--- config.mk ---
export PLATFORM = sky130hd
export DESIGN_NAME = if_mchan_bridge
export DESIGN_NICKNAME = d
export VERILOG_FILES = /design/src/rtl/if_mchan_bridge.sv
export SDC_FILE = /design/constraint.sdc
export NUM_CORES = 1
export LEC_CHECK = 0
export BUFFER_PORTS_ARGS = -buffer_cell sky130_fd_sc_hd__buf_2
export CAP_MARGIN = 25
export CELL_PAD_IN_SITES_DETAIL_PLACEMENT = 1
export CELL_PAD_IN_SITES_GLOBAL_PLACEMENT = 2
export CORE_MARGIN = 4
export CORE_UTILIZATION = 45
export CTS_BUF_LIST = sky130_fd_sc_hd__clkbuf_4 sky130_fd_sc_hd__clkbuf_8
export CTS_CLUSTER_SIZE = 30
export DETAILED_ROUTE_END_ITERATION = 7
export PLACE_DENSITY = 0.77
export SLEW_MARGIN = 40
export SYNTH_ARGS = -nofsm -noshare
export SYNTH_HDL_FRONTEND = slang
export SYNTH_HIERARCHICAL = 1
export SYNTH_SLANG_ARGS = --single-unit
export TNS_END_PERCENT = 5
--- constraint.sdc ---
create_clock -name ck -period 3.42 [get_ports ck]
set_input_delay 0.171 -clock ck [delete_from_list [all_inputs] [get_ports ck]]
set_output_delay 0.171 -clock ck [all_outputs]
set_load 0.005 [all_outputs]
--- src/rtl/if_mchan_bridge.sv ---
// Multi-channel en/rdy slave bridge: per-channel FIFOs drained round-robin
// into a single valid/ack output stage.

module if_mchan_fifo #(
    parameter int WIDTH = 16,
    parameter int DEPTH = 8,
    parameter int AW    = 3
) (
    input  logic             ck,
    input  logic             rst,
    input  logic             push,
    input  logic [WIDTH-1:0] wdata,
    input  logic             pop,
    output logic [WIDTH-1:0] rdata,
    output logic [AW:0]      level,
    output logic             full,
    output logic             empty
);
    logic [WIDTH-1:0] mem [DEPTH];
    logic [AW-1:0]    wp, rp;
    logic [AW:0]      lvl_nxt;

    always_comb begin
        lvl_nxt = level;
        if (push && !pop)
            lvl_nxt = level + (AW+1)'(1);
        else if (pop && !push)
            lvl_nxt = level - (AW+1)'(1);
    end

    always_ff @(posedge ck) begin
        if (push)
            mem[wp] <= wdata;
    end

    // Flags are registered from the next level so they never lag it.
    always_ff @(posedge ck) begin
        if (rst) begin
            wp    <= '0;
            rp    <= '0;
            level <= '0;
            full  <= 1'b0;
            empty <= 1'b1;
        end else begin
            if (push) wp <= wp + AW'(1);
            if (pop)  rp <= rp + AW'(1);
            level <= lvl_nxt;
            full  <= (lvl_nxt == (AW+1)'(DEPTH));
            empty <= (lvl_nxt == '0);
        end
    end

    assign rdata = mem[rp];
endmodule

module if_mchan_bridge #(
    parameter int WIDTH        = 16,
    parameter int NCH          = 4,
    parameter int DEPTH        = 8,
    parameter int DROP_ON_FULL = 0,
    localparam int CHW = $clog2(NCH),
    localparam int AW  = $clog2(DEPTH)
) (
    input  logic                  ck,
    input  logic                  rst,
    input  logic [WIDTH-1:0]      sync_txd,
    input  logic [CHW-1:0]        sync_txch,
    input  logic                  async_en,
    output logic                  async_rdy,
    output logic [WIDTH-1:0]      sync_rxd,
    output logic [CHW-1:0]        sync_rxch,
    output logic                  rx_vld,
    input  logic                  rx_ack,
    output logic [NCH-1:0]        ch_full,
    output logic [NCH-1:0]        ch_empty,
    output logic [NCH*(AW+1)-1:0] ch_level,
    output logic [15:0]           drop_cnt
);
    localparam logic [CHW:0] NCH_V = (CHW+1)'(NCH);

    logic [NCH-1:0][WIDTH-1:0] head;
    logic [NCH-1:0][AW:0]      lvl_arr;
    logic [NCH-1:0]            push_v, pop_v;
    logic                      id_ok, tgt_full, push_ok, drop, load, found;
    logic [CHW-1:0]            gnt, rr_ptr;

    assign id_ok    = {1'b0, sync_txch} < NCH_V;
    assign tgt_full = id_ok ? ch_full[sync_txch] : 1'b1;
    assign push_ok  = async_en && async_rdy && id_ok && !tgt_full;
    assign drop     = (DROP_ON_FULL != 0) && async_en && !rst && (!id_ok || tgt_full);
    assign load     = !rx_vld || rx_ack;
    assign ch_level = lvl_arr;

    // Ready depends only on registered flags, never on a same-cycle pop.
    if (DROP_ON_FULL != 0) begin : g_drop
        assign async_rdy = !rst;
    end else begin : g_bp
        assign async_rdy = id_ok && !tgt_full;
    end

    for (genvar i = 0; i < NCH; i++) begin : g_ch
        assign push_v[i] = push_ok && (sync_txch == CHW'(i));
        assign pop_v[i]  = load && found && (gnt == CHW'(i));

        if_mchan_fifo #(.WIDTH(WIDTH), .DEPTH(DEPTH), .AW(AW)) u_fifo (
            .ck    (ck),
            .rst   (rst),
            .push  (push_v[i]),
            .wdata (sync_txd),
            .pop   (pop_v[i]),
            .rdata (head[i]),
            .level (lvl_arr[i]),
            .full  (ch_full[i]),
            .empty (ch_empty[i])
        );
    end

    // First non-empty channel strictly after the last grant, wrapping.
    always_comb begin
        int idx;
        idx   = 0;
        found = 1'b0;
        gnt   = '0;
        for (int k = 1; k <= NCH; k++) begin
            idx = (int'(rr_ptr) + k) % NCH;
            if (!found && !ch_empty[CHW'(idx)]) begin
                found = 1'b1;
                gnt   = CHW'(idx);
            end
        end
    end

    always_ff @(posedge ck) begin
        if (rst) begin
            rx_vld    <= 1'b0;
            sync_rxd  <= '0;
            sync_rxch <= '0;
            rr_ptr    <= CHW'(NCH - 1);
            drop_cnt  <= '0;
        end else begin
            if (load) begin
                if (found) begin
                    sync_rxd  <= head[gnt];
                    sync_rxch <= gnt;
                    rx_vld    <= 1'b1;
                    rr_ptr    <= gnt;
                end else begin
                    rx_vld <= 1'b0;
                end
            end
            if (drop && drop_cnt != 16'hFFFF)
                drop_cnt <= drop_cnt + 16'd1;
        end
    end
endmodule

==> metrics <==
Max IR drop VDD approximately 0.39 mV; critical path peak fanout 8; clk root buf clkbuf_8; PortBufs 65; status complete, no violations; IO Pins 82; Post-Route WL around 52 mm; Ant. Diodes 0; clk slew on worst S/H paths around 0.06 ns; Final ANT Viol Nets 0; register area share after synthesis 0.7234; prevailing post-synth register cell edfxtp_1; Initial DRC Count between 800 and 900; via-per-instance ratio between 5 and 6; main combinational cell family by area after synthesis multiplexers; die width 236.5 um; Post-CTS Setup Bufs 0; Leakage between 8 and 9 nW; XOR/XNOR Fraction of Synth Area 0.007455; total global-route track usage 0.1887; Initial Util 0.4562; hold crit path type in2reg; layout cells sized above 1 0.3434; Crit. Startpoint g_ch[3].u_fifo/empty$_SDFF_PP1_; H-tree level count 3; R2R depth 8; worst slew pin tran 0.8366 ns; first-pass GRT wire length 80.29 mm; DR WL/cell around 25 um; TritonRoute pass-1 iters 5; CTS tree yes; CTS sink cnt 593; setup tns final 0 ns; Setup WS pre-CTS approximately 0.81 ns; synth warn 6; PnR worst setup slack between 0.7 and 0.8 ns; dpl cells 1,955; number of synthesized register bits 593; skew final 0.02195 ns; Rows 83; mux contribution to synthesized area 0.1825; total design power roughly 19 mW; Layout Nets between 1,000 and 1,500; Max Fclk ~0.38 GHz; CP Capture Point g_ch[2].u_fifo/empty$_SDFF_PP1_; CP Launch Type flip-flop; r2r startpoint g_ch[3].u_fifo/empty$_SDFF_PP1_; Post-Synth Simple-Gate Area 0.03823; hpwl dp approximately 32 mm; Avg Cell Area, Syn a little under 20 um^2; Worst Setup End Kind flip-flop; vias in the first global route about 13,000; PwrDens just over 700 mW/mm^2; GPL Wtd Cong 0.7470; post_cts resized 0; via count 11,722; # DRC 0; Hold-fix buffers, CTS 7; share of flip-flops with an asynchronous set or reset 0; Netlist cell types between 40 and 50; die height about 240 um; Slew HR 0.4415; Compound-Gate Fraction of Synth Area 0.01938; CP Class reg2reg; fin crit period around 2.6 ns; total CTS buffers between 90 and 100; Worst-Skew Late Latency between 0.6 and 0.7 ns; worst-case clock buffer depth 3; crit share post-route 0.7747; worst reg2reg path endpoint g_ch[2].u_fifo/empty$_SDFF_PP1_; WP data required 4.03 ns; # setup viols final 0; largest net degree at the start of global routing 37; synthesized instance count 1,206; fin cells 2,133; RSZ-0062 raised after global routing false; die area about 0.056 mm^2; area of the core just over 0.05 mm^2; adder-cell share of the synthesized area 0.008520; Worst R2R Setup Slack 0.77 ns; initial antenna violation count 1; max-slew violation count 0; maxcap violations 0; P&R area growth vs syn 14.14%; arrival time worst endpoint 3.25 ns; Hold Violations, Final 0; Post-synth EDFFs between 500 and 600; Post-Syn Area approximately 0.023 mm^2; global route total overflow 0
-- cell type report --
cell class              count  area (um^2)
inverters                  10        37.54
multi-input cells         546         6170
clock inverters            30        162.7
fillers                  4774        24690
clock buffers             141         1690
well taps                 680        850.8
repair buffers            133        903.4
flip-flops and latches    593        17000
-- state kept, by name, summed over array words and instances, names as in the netlist, named ones only --
name	flops
g_ch.u_fifo/rp	12
sync_rxch	2
g_ch.u_fifo/full	4
g_ch.u_fifo/level	16
rr_ptr	2
g_ch.u_fifo/wp	12
rx_vld	1
g_ch.u_fifo/empty	4
g_ch.u_fifo/mem	512
sync_rxd	16
-- power by group --
| part | internal [mW] | switching, mW | total [mW] |
|---|---|---|---|
| Combinational | 2.23 | 2.14 | 4.37 |
| Sequential | 8.18 | 0.432 | 8.61 |
| Clock | 3.23 | 2.70 | 5.92 |
-- layer usage --
metal | routed length, um | up-vias | GRT usage
li1 | - | 5178 | -
met1 | 23250 | 6223 | 0.2622
met2 | 25880 | 264 | 0.3103
met3 | 2456 | 57 | 0.03343
met4 | 826 | 0 | 0.05467
met5 | 0 | - | 0
-- how the worst min path moves through the flow --
stage,startpoint,to,slack [ns],cells past startpoint
global route,sync_txd[5],g_ch[3].u_fifo/mem[0][5]$_DFFE_PP_,0.05,1
CTS,sync_txd[6],g_ch[2].u_fifo/mem[1][6]$_DFFE_PP_,0.001,1
finish,sync_txd[14],g_ch[0].u_fifo/mem[7][14]$_DFFE_PP_,0.04,1
detailed placement,sync_rxch[1]$_SDFFE_PP0P_,sync_rxch[1]$_SDFFE_PP0P_,0.47,2
global placement,sync_rxd[1]$_SDFFE_PP0P_,sync_rxd[1]$_SDFFE_PP0P_,0.46,1
floorplan,rst,rx_vld$_SDFFE_PP0P_,0.24,1
-- per-stage QoR --
stage / hold slack, ns / cell area (um^2) / util
after floorplan: 0.2401 / 23550 / -
after global placement: 0.4580 / 24870 / 0.4829
after detailed placement: 0.4703 / 24890 / 0.4832
after CTS: 0.001429 / 26810 / 0.5206
after global routing: 0.04727 / 26820 / 0.5206
final: 0.04243 / 26820 / 0.5206
-- layout by cell type, fill, tap and decap left out, drive strengths merged, types with 5 or more instances in the layout --
| master | instances |
|---|---|
| ha | 16 |
| inv | 11 |
| nand2b | 17 |
| edfxtp | 512 |
| nor2 | 75 |
| buf | 126 |
| mux2i | 64 |
| nor3 | 25 |
| nand3b | 8 |
| xnor2 | 8 |
| clkbuf | 141 |
| nand2 | 23 |
| a22o | 16 |
| dfxtp | 81 |
| clkinv | 25 |
| a21oi | 10 |
| dlygate4sd3 | 7 |
| xor2 | 12 |
| o211ai | 5 |
| mux2 | 66 |
| conb | 16 |
| mux4 | 129 |
-- cell families (layout without fill, tap and decap cells) --
| family | after synthesis | count (layout) |
|---|---|---|
| buffers and inverters | 82 | 314 |
| AO/OA/AOI/OAI | 57 | 57 |
| adder cells (fa/ha/maj) | 16 | 16 |
| XOR/XNOR | 20 | 20 |
| other | 1 | 16 |
| multiplexers | 259 | 259 |
| flip-flops | 593 | 593 |
| AND/OR/NAND/NOR | 178 | 178 |
-- critical path, cell delays in order (launching register included) --
cell       delay, ns
dfxtp_1         0.38
a2bb2oi_1       0.18
a221oi_4        0.35
nand2_1         0.17
nor2_1          0.41
or4b_1          0.47
mux2i_1         0.18
xnor2_1         0.21
a41o_1          0.22
-- synthesized netlist by cell type (10+ instances only) --
master,n,area (um^2)
ha_1,16,200.2
xor2_1,12,105.1
inv_1,10,37.54
edfxtp_1,512,15370
nand2b_1,17,106.4
mux4_2,129,2905
mux2_2,66,743.2
buf_1,17,63.81
nor2_1,74,277.8
mux2i_1,64,640.6
clkbuf_1,12,45.04
a21oi_1,10,50.05
buf_4,28,210.2
nand2_1,23,86.33
nor3_1,25,125.1
dfxtp_1,81,1622
buf_2,11,55.05
a22o_1,16,140.1
No activity file was read; power rests on OpenSTA's default activity.
